## src/rtl/p_hardisc.sv

```systemverilog
// Shared fetch-side types: aligner state and the RVC opcode marker.
package p_hardisc;

  typedef enum logic {
    AL_EMPTY = 1'b0,
    AL_HALF  = 1'b1
  } al_state_e;

  // Bits [1:0] of a halfword equal to this mark the low half of a 32-bit instruction.
  localparam logic [1:0] RVC_OPC_FULL = 2'b11;

endpackage

```

## src/rtl/al_halfbuf.sv

```systemverilog
// One-halfword carry buffer: leftover upper halfword with its address and error flag.
module al_halfbuf #(
  parameter int unsigned ADDR_W = 32
) (
  input  logic              clk_i,
  input  logic              rst_i,
  input  logic              load_i,
  input  logic              clear_i,
  input  logic [15:0]       data_i,
  input  logic [ADDR_W-1:1] addr_i,
  input  logic              err_i,
  output logic [15:0]       hb_o,
  output logic [ADDR_W-1:1] hb_addr_o,
  output logic              hb_err_o
);

  logic [15:0]       hb_q;
  logic [ADDR_W-1:1] hb_addr_q;
  logic              hb_err_q;

  // Clear wins over load so a redirect always drops the carried halfword.
  always_ff @(posedge clk_i or posedge rst_i) begin
    if (rst_i) begin
      hb_q      <= '0;
      hb_addr_q <= '0;
      hb_err_q  <= 1'b0;
    end else if (clear_i) begin
      hb_q      <= '0;
      hb_addr_q <= '0;
      hb_err_q  <= 1'b0;
    end else if (load_i) begin
      hb_q      <= data_i;
      hb_addr_q <= addr_i;
      hb_err_q  <= err_i;
    end
  end

  assign hb_o      = hb_q;
  assign hb_addr_o = hb_addr_q;
  assign hb_err_o  = hb_err_q;

endmodule

```

## src/rtl/rvc_aligner.sv

```systemverilog
// Splits 32-bit fetch words into aligned 16-bit RVC or 32-bit instructions, one per handshake.
module rvc_aligner
  import p_hardisc::*;
#(
  parameter int unsigned ADDR_W = 32,
  parameter bit          RVC_EN = 1'b1
) (
  input  logic              s_clk_i,
  input  logic              s_reset_i,
  input  logic              s_flush_i,
  input  logic [ADDR_W-1:0] s_flush_addr_i,
  input  logic              s_fetch_valid_i,
  input  logic [31:0]       s_fetch_data_i,
  input  logic [ADDR_W-1:0] s_fetch_addr_i,
  input  logic              s_fetch_err_i,
  output logic              s_fetch_ready_o,
  output logic              s_instr_valid_o,
  output logic [31:0]       s_instr_o,
  output logic [ADDR_W-1:0] s_instr_addr_o,
  output logic              s_instr_rvc_o,
  output logic              s_instr_err_o,
  input  logic              s_instr_ready_i
);

  al_state_e state_q, state_d;
  logic      skip_q, skip_d;

  logic              hb_load, hb_clear;
  logic [15:0]       hb;
  logic [ADDR_W-1:1] hb_addr;
  logic              hb_err;

  logic [15:0]       lo, hi;
  logic [ADDR_W-1:1] hi_addr;
  logic              lo_rvc, hi_rvc, hb_rvc;
  logic              accept, consume;

  logic unused_addr_bits;
  assign unused_addr_bits = ^{s_fetch_addr_i[1:0], s_flush_addr_i[ADDR_W-1:2], s_flush_addr_i[0]};

  assign lo      = s_fetch_data_i[15:0];
  assign hi      = s_fetch_data_i[31:16];
  assign hi_addr = {s_fetch_addr_i[ADDR_W-1:2], 1'b1};
  assign lo_rvc  = RVC_EN && (lo[1:0] != RVC_OPC_FULL);
  assign hi_rvc  = RVC_EN && (hi[1:0] != RVC_OPC_FULL);
  assign hb_rvc  = RVC_EN && (hb[1:0] != RVC_OPC_FULL);

  assign accept  = s_instr_valid_o & s_instr_ready_i;
  assign consume = s_fetch_valid_i & s_fetch_ready_o;

  al_halfbuf #(
    .ADDR_W (ADDR_W)
  ) u_halfbuf (
    .clk_i     (s_clk_i),
    .rst_i     (s_reset_i),
    .load_i    (hb_load),
    .clear_i   (hb_clear),
    .data_i    (hi),
    .addr_i    (hi_addr),
    .err_i     (s_fetch_err_i),
    .hb_o      (hb),
    .hb_addr_o (hb_addr),
    .hb_err_o  (hb_err)
  );

  always_ff @(posedge s_clk_i or posedge s_reset_i) begin
    if (s_reset_i) begin
      state_q <= AL_EMPTY;
      skip_q  <= 1'b0;
    end else begin
      state_q <= state_d;
      skip_q  <= skip_d;
    end
  end

  always_comb begin
    state_d  = state_q;
    skip_d   = skip_q;
    hb_load  = 1'b0;
    hb_clear = 1'b0;
    if (s_flush_i) begin
      state_d  = AL_EMPTY;
      skip_d   = RVC_EN && s_flush_addr_i[1];
      hb_clear = 1'b1;
    end else begin
      unique case (state_q)
        AL_EMPTY: begin
          if (!skip_q) begin
            if (accept && lo_rvc) begin
              hb_load = 1'b1;
              state_d = AL_HALF;
            end
          end else if (hi_rvc) begin
            if (accept) skip_d = 1'b0;
          end else if (consume) begin
            // Upper half starts a 32-bit instruction: park it and wait for its second half.
            hb_load = 1'b1;
            skip_d  = 1'b0;
            state_d = AL_HALF;
          end
        end
        AL_HALF: begin
          if (hb_rvc) begin
            if (accept) state_d = AL_EMPTY;
          end else if (accept) begin
            hb_load = 1'b1;
          end
        end
        default: state_d = AL_EMPTY;
      endcase
    end
  end

  always_comb begin
    s_instr_valid_o = 1'b0;
    s_fetch_ready_o = 1'b0;
    s_instr_o       = '0;
    s_instr_addr_o  = '0;
    s_instr_rvc_o   = 1'b0;
    s_instr_err_o   = 1'b0;
    if (!s_reset_i && !s_flush_i) begin
      unique case (state_q)
        AL_EMPTY: begin
          if (!skip_q) begin
            s_instr_valid_o = s_fetch_valid_i;
            s_fetch_ready_o = s_instr_ready_i;
            s_instr_addr_o  = s_fetch_addr_i;
            s_instr_err_o   = s_fetch_err_i;
            s_instr_rvc_o   = lo_rvc;
            s_instr_o       = lo_rvc ? {16'h0000, lo} : s_fetch_data_i;
          end else if (hi_rvc) begin
            s_instr_valid_o = s_fetch_valid_i;
            s_fetch_ready_o = s_instr_ready_i;
            s_instr_addr_o  = {hi_addr, 1'b0};
            s_instr_err_o   = s_fetch_err_i;
            s_instr_rvc_o   = 1'b1;
            s_instr_o       = {16'h0000, hi};
          end else begin
            s_fetch_ready_o = 1'b1;
          end
        end
        AL_HALF: begin
          s_instr_addr_o = {hb_addr, 1'b0};
          if (hb_rvc) begin
            s_instr_valid_o = 1'b1;
            s_instr_rvc_o   = 1'b1;
            s_instr_err_o   = hb_err;
            s_instr_o       = {16'h0000, hb};
          end else begin
            s_instr_valid_o = s_fetch_valid_i;
            s_fetch_ready_o = s_instr_ready_i;
            s_instr_err_o   = hb_err | s_fetch_err_i;
            s_instr_o       = {lo, hb};
          end
        end
        default: ;
      endcase
    end
  end

endmodule

```

## config.mk

```make
export PLATFORM = sky130hd
export DESIGN_NAME = rvc_aligner
export DESIGN_NICKNAME = d
export VERILOG_FILES = /design/src/rtl/p_hardisc.sv /design/src/rtl/al_halfbuf.sv /design/src/rtl/rvc_aligner.sv
export SDC_FILE = /design/constraint.sdc
export NUM_CORES = 1
export LEC_CHECK = 0
export CAP_MARGIN = 40
export CORE_MARGIN = 2
export CORE_UTILIZATION = 41
export CTS_BUF_LIST = sky130_fd_sc_hd__clkbuf_8
export DETAILED_ROUTE_END_ITERATION = 12
export HOLD_SLACK_MARGIN = 0.15
export PLACE_DENSITY = 0.78
export SLEW_MARGIN = 20
export SYNTH_ARGS = -nofsm -noshare
export SYNTH_HDL_FRONTEND = slang
export SYNTH_SLANG_ARGS = --single-unit
```

## constraint.sdc

```tcl
create_clock -name s_clk_i -period 2.4 [get_ports s_clk_i]
set_input_delay 0.24 -clock s_clk_i [delete_from_list [all_inputs] [get_ports s_clk_i]]
set_output_delay 0.24 -clock s_clk_i [all_outputs]
set_load 0.01 [all_outputs]
```

After elaboration in Yosys (flattened, before gate mapping)

Index checks and enable logic that the tools add are counted.
W data, S select, Z words.

Eq/ne operators: 4
Multiplexer cells: 54
Bitwise operators: 4
Reductions and logical operators: 5

Operator list:

| kind                 | number |
|---|---|
| $mux W32             | 7 |
| $pmux W32 S2         | 2 |
| $mux W31             | 2 |
| $mux W16             | 3 |
| $mux W1              | 34 |
| $pmux W1 S2          | 6 |
| $ne A2 B2 Y1 const B | 4 |
| $and A1 B1 Y1        | 2 |
| $logic_and A1 B1 Y1  | 2 |
| $logic_not A1 Y1     | 2 |
| $reduce_bool A2 Y1   | 1 |
| $not A1 Y1           | 1 |
| $or A1 B1 Y1         | 1 |

Register bits: 50
Output and inout bits: 68

Depth between registers and ports, before layout

Depth in word-level cells: 13
Mapped depth: 7

Hierarchy

From an unflattened synthesis, not the netlist that was laid out.

Cells, all modules: 363
Area, all modules: 3295.7 µm²

Modules (own cells, without submodules):

| module      | instances | cells each | area an instance (µm²) | seq. area each (µm²) |
|---|---|---|---|---|
| al_halfbuf  | 1         | 156        | 1973.1                 | 1201.2 |
| rvc_aligner | 1         | 207        | 1322.5                 | 50.0 |

Worst setup path after synthesis

Ideal clock, no wire load.

Kind: input to output
Start: in s_reset_i
End: out s_fetch_ready_o
Arrival time: 2.066 ns
Required time: 2.160 ns
Setup slack: 0.094 ns
Cell stages on the path: 4
Cell sequence: inv_1 -> nand2_1 -> buf_1 -> a21oi_1

Cells in the longest elaborated chain, start to end: 3

RTL lines:

| what                | RTL line           | text |
|---|---|---|
| start, declared     | rvc_aligner.sv:9   | `input logic s_reset_i,` |
| $logic_not A1 Y1    | rvc_aligner.sv:121 | `if (!s_reset_i && !s_flush_i) begin` |
| $logic_and A1 B1 Y1 | rvc_aligner.sv:121 |  |
| $mux W1             | rvc_aligner.sv:121 |  |
| end, declared       | rvc_aligner.sv:16  | `output logic s_fetch_ready_o,` |

No other way between the ends.

Worst setup path after layout

Start: reg skip_q
End: out s_instr_o[16]

Cells in the longest elaborated chain, start to end: 3

RTL lines:

| what                   | RTL line           | text |
|---|---|---|
| start, declared        | rvc_aligner.sv:26  | `logic skip_q, skip_d;` |
| start signal, assigned | rvc_aligner.sv:72  | `skip_q <= skip_d;` |
| $mux W32               | rvc_aligner.sv:124 | `if (!skip_q) begin` |
| $pmux W32 S2           | rvc_aligner.sv:122 | `unique case (state_q)` |
| $mux W32               | rvc_aligner.sv:121 |  |
| end, declared          | rvc_aligner.sv:18  | `output logic [31:0] s_instr_o,` |

No other way between the ends.

==> impl_metrics.env <==
export IMPL_outcome="finished, final reports clean"
export IMPL_ys_flop_type="dfrtp_1"
export IMPL_insertion_delay_ns=0.30
export IMPL_period_needed_ns=2.31
export IMPL_cpMaxStageDelayCell="clkdlybuf4s50_1"
export IMPL_cts_buffers=5
export IMPL_synth_cells=347
export IMPL_grt_overflow_total=0
export IMPL_ant_nets=0
export IMPL_finClkSkew_ns=0.00352
export IMPL_slowest_delay_ns=0.56
export IMPL_die_area_sq_um=8800
export IMPL_cap_viol_max_count=0
export IMPL_grt_start_max_net_pins=51
export IMPL_cp_start_kind="register"
export IMPL_drt_iter0_drc=238
export IMPL_grt_pass1_vias=3129
export IMPL_critical_path_class="register to output port"
export IMPL_cts_tree="yes"
export IMPL_dp_cells=582
export IMPL_ys_warn_count=0
export IMPL_clock_sinks=50
export IMPL_setup_viol=0
export IMPL_ys_seq_area_share_pct=37.9
export IMPL_n_antenna_cell=0
export IMPL_die_w_um=93.8
export IMPL_io_buffers=138
export IMPL_cts_hold_fix_buffers=0
export IMPL_drv_slew=0
export IMPL_crit_family="buffers and inverters"
export IMPL_grt_first_pass_wirelength_um=15300
export IMPL_synth_nets=449
export IMPL_via_per_inst=5.57
export IMPL_die_y_um=93.8
export IMPL_globalplace_congestion=0.828
export IMPL_synth_cell_types=33
export IMPL_fin_ws_ns=0.0891
export IMPL_syn_avg_cell_area_sq_um=9.53
export IMPL_syn2layout_area_growth_pct=56.5
export IMPL_max_freq_ghz=0.433
export IMPL_vias=3295
export IMPL_multiInputGateArea_sq_um=1910
export IMPL_finalPower_w=0.00196
export IMPL_coreArea_sq_um=7770
export IMPL_path_cells="buf_4 -> nor3_2 -> buf_6 -> a22oi_1 -> nor2_1 -> clkdlybuf4s50_1"
export IMPL_pre_cts_ws_ns=0.0272
export IMPL_p_per_area_nw_per_um2=379
export IMPL_crit_buf_inv=3
export IMPL_finalCritPeriodShare_pct=96.3
export IMPL_path_clk_slew_ns=0.09
export IMPL_post_drt_wl_per_cell_um=16.7
export IMPL_detailed_place_hpwl_um=6640
export IMPL_io_pins=170
export IMPL_hold_viol=0
export IMPL_timing_hold_ws_ns=0.338
export IMPL_netlist_area_sq_um=3310
export IMPL_arrival_ns=2.07
export IMPL_htree_num_levels=2
export IMPL_finalCoreUtilization_pct=66.6
export IMPL_holdCritPathClass="input port to register"
export IMPL_drt_total_wl_um=9900
export IMPL_synth_seq_cells=50
export IMPL_drcViolationCount=0
export IMPL_drive_above_1_share_pct=14.7
export IMPL_cp_max_fo=16
export IMPL_fillers=647
export IMPL_leakage_nw=2.85
export IMPL_worst_slew_pin_transition_ns=0.659
export IMPL_cts_root_buf="clkbuf_8"
export IMPL_nets=591
export IMPL_regArea_sq_um=1250
export IMPL_ir_drop_mv=0.206
export IMPL_cp_end_kind="output port"
export IMPL_synth_edf_count=0
export IMPL_antenna_found_initial=0
export IMPL_required_ns=2.16
export IMPL_cts_setup_buffers=0
export IMPL_first_pass_iters=7
export IMPL_rows=32
export IMPL_slew_headroom_pct=56.1
export IMPL_fin_cells=592
export IMPL_start_util_pct=42.6
export IMPL_ys_async_sr_fraction_pct=100
export IMPL_clock_path_buffers=2
export IMPL_grt_total_usage_pct=21.5
-- cell families (layout without fill, tap and decap cells) --
family                 count (synthesis)  count (layout)  share of synthesized area, %
AOI/OAI and AO/OA                     48              48                          11.8
buffers and inverters                 32             175                          4.73
DFF                                   50              50                          37.9
muxes                                 77              77                          25.0
and+or+nand+nor                      140             140                          20.6
-- registers in the layout, indices dropped and copies added, names as in the netlist --
| signal | count |
|---|---|
| u_halfbuf.hb_addr_o | 31 |
| skip_q | 1 |
| u_halfbuf.hb_err_o | 1 |
| u_halfbuf.hb_o | 16 |
| state_q | 1 |
-- synth_stat cells (4+ instances only) --
cell type,n,area share (%)
a21oi_1,4,0.61
a222oi_1,14,4.2
a22oi_1,16,3.6
buf_2,5,0.76
clkbuf_1,15,1.7
dfrtp_1,50,38
mux2_1,17,5.8
mux2_2,28,9.5
mux2i_1,32,9.7
nand2_1,11,1.2
nor2_1,66,7.5
nor2b_1,50,9.5
nor3_1,6,0.91
-- report_power, final --
group | total [W] | internal (W) | switching (W)
logic | 0.000564 | 0.000309 | 0.000255
clock network | 0.000508 | 0.000229 | 0.000279
registers | 0.000887 | 0.000870 | 0.0000171
-- per-layer routing --
| metal | GRT usage, % | up-vias | part of all wire, % |
|---|---|---|---|
| li1 | - | 1516 | - |
| met1 | 27.5 | 1602 | 41 |
| met2 | 37.4 | 162 | 49 |
| met3 | 4.17 | 15 | 8.5 |
| met4 | 4.83 | 0 | 1.7 |
| met5 | 0 | - | 0 |
-- cell usage in the layout (no fill, tap or decap), types with 2 or more instances in the layout --
master,count
nand3_1,2
mux2i_1,32
a222oi_1,14
dfrtp_1,49
a31oi_1,2
buf_6,2
dlymetal6s2s_1,44
clkbuf_8,6
nor3_1,5
buf_4,17
and3_1,2
mux2_1,17
a22oi_1,16
nor2_1,66
inv_2,3
o21ai_0,3
inv_1,2
nor2b_1,50
nand2_1,10
a21oi_1,3
a311oi_1,2
mux2_2,28
clkdlybuf4s50_1,93
buf_12,4
-- repair_timing --
item,in CTS,in global routing
pin swaps,0,0
endpoints found under the setup margin,57,64
cloned,1,1
resized for setup,1,49
-- metrics by stage --
stage / cell area (sq um) / setup TNS (ns)
detailed placement: 4900 / 0
finish: 5170 / 0
global placement: 4900 / 0
global route: 5170 / -0.000848
CTS: 5020 / 0
floorplan: 3310 / 0
-- worst min-delay path, cell delays in order --
cell and delay, ns:
buf_2 0.11, inv_1 0.12, nand2_1 0.08, mux2i_1 0.06
-- path summary, 6_finish.rpt --
kind | from | to | slack [ns] | cells past startpoint
max in group asynchronous | s_reset_i | state_q | 1.43 | 3
min reg2reg | u_halfbuf.hb_addr_o[1] | u_halfbuf.hb_addr_o[1] | 0.50 | 1
min | s_flush_i | u_halfbuf.hb_o[1] | 0.34 | 4
max | skip_q | s_instr_o[16] | 0.09 | 6
max reg2reg | state_q | u_halfbuf.hb_addr_o[8] | 0.32 | 6
min in group asynchronous | s_reset_i | u_halfbuf.hb_o[13] | 0.50 | 3
-- final cells by class --
type,count,share of cell area [%]
inverters,4,0.290
repair buffers,163,34.3
clock buffers,6,1.60
multi-input cells,265,37.0
clock inverters,2,0.169
well taps,102,2.47
flip-flops and latches,50,24.2
Note: power is estimated with default switching activity, not from simulation.
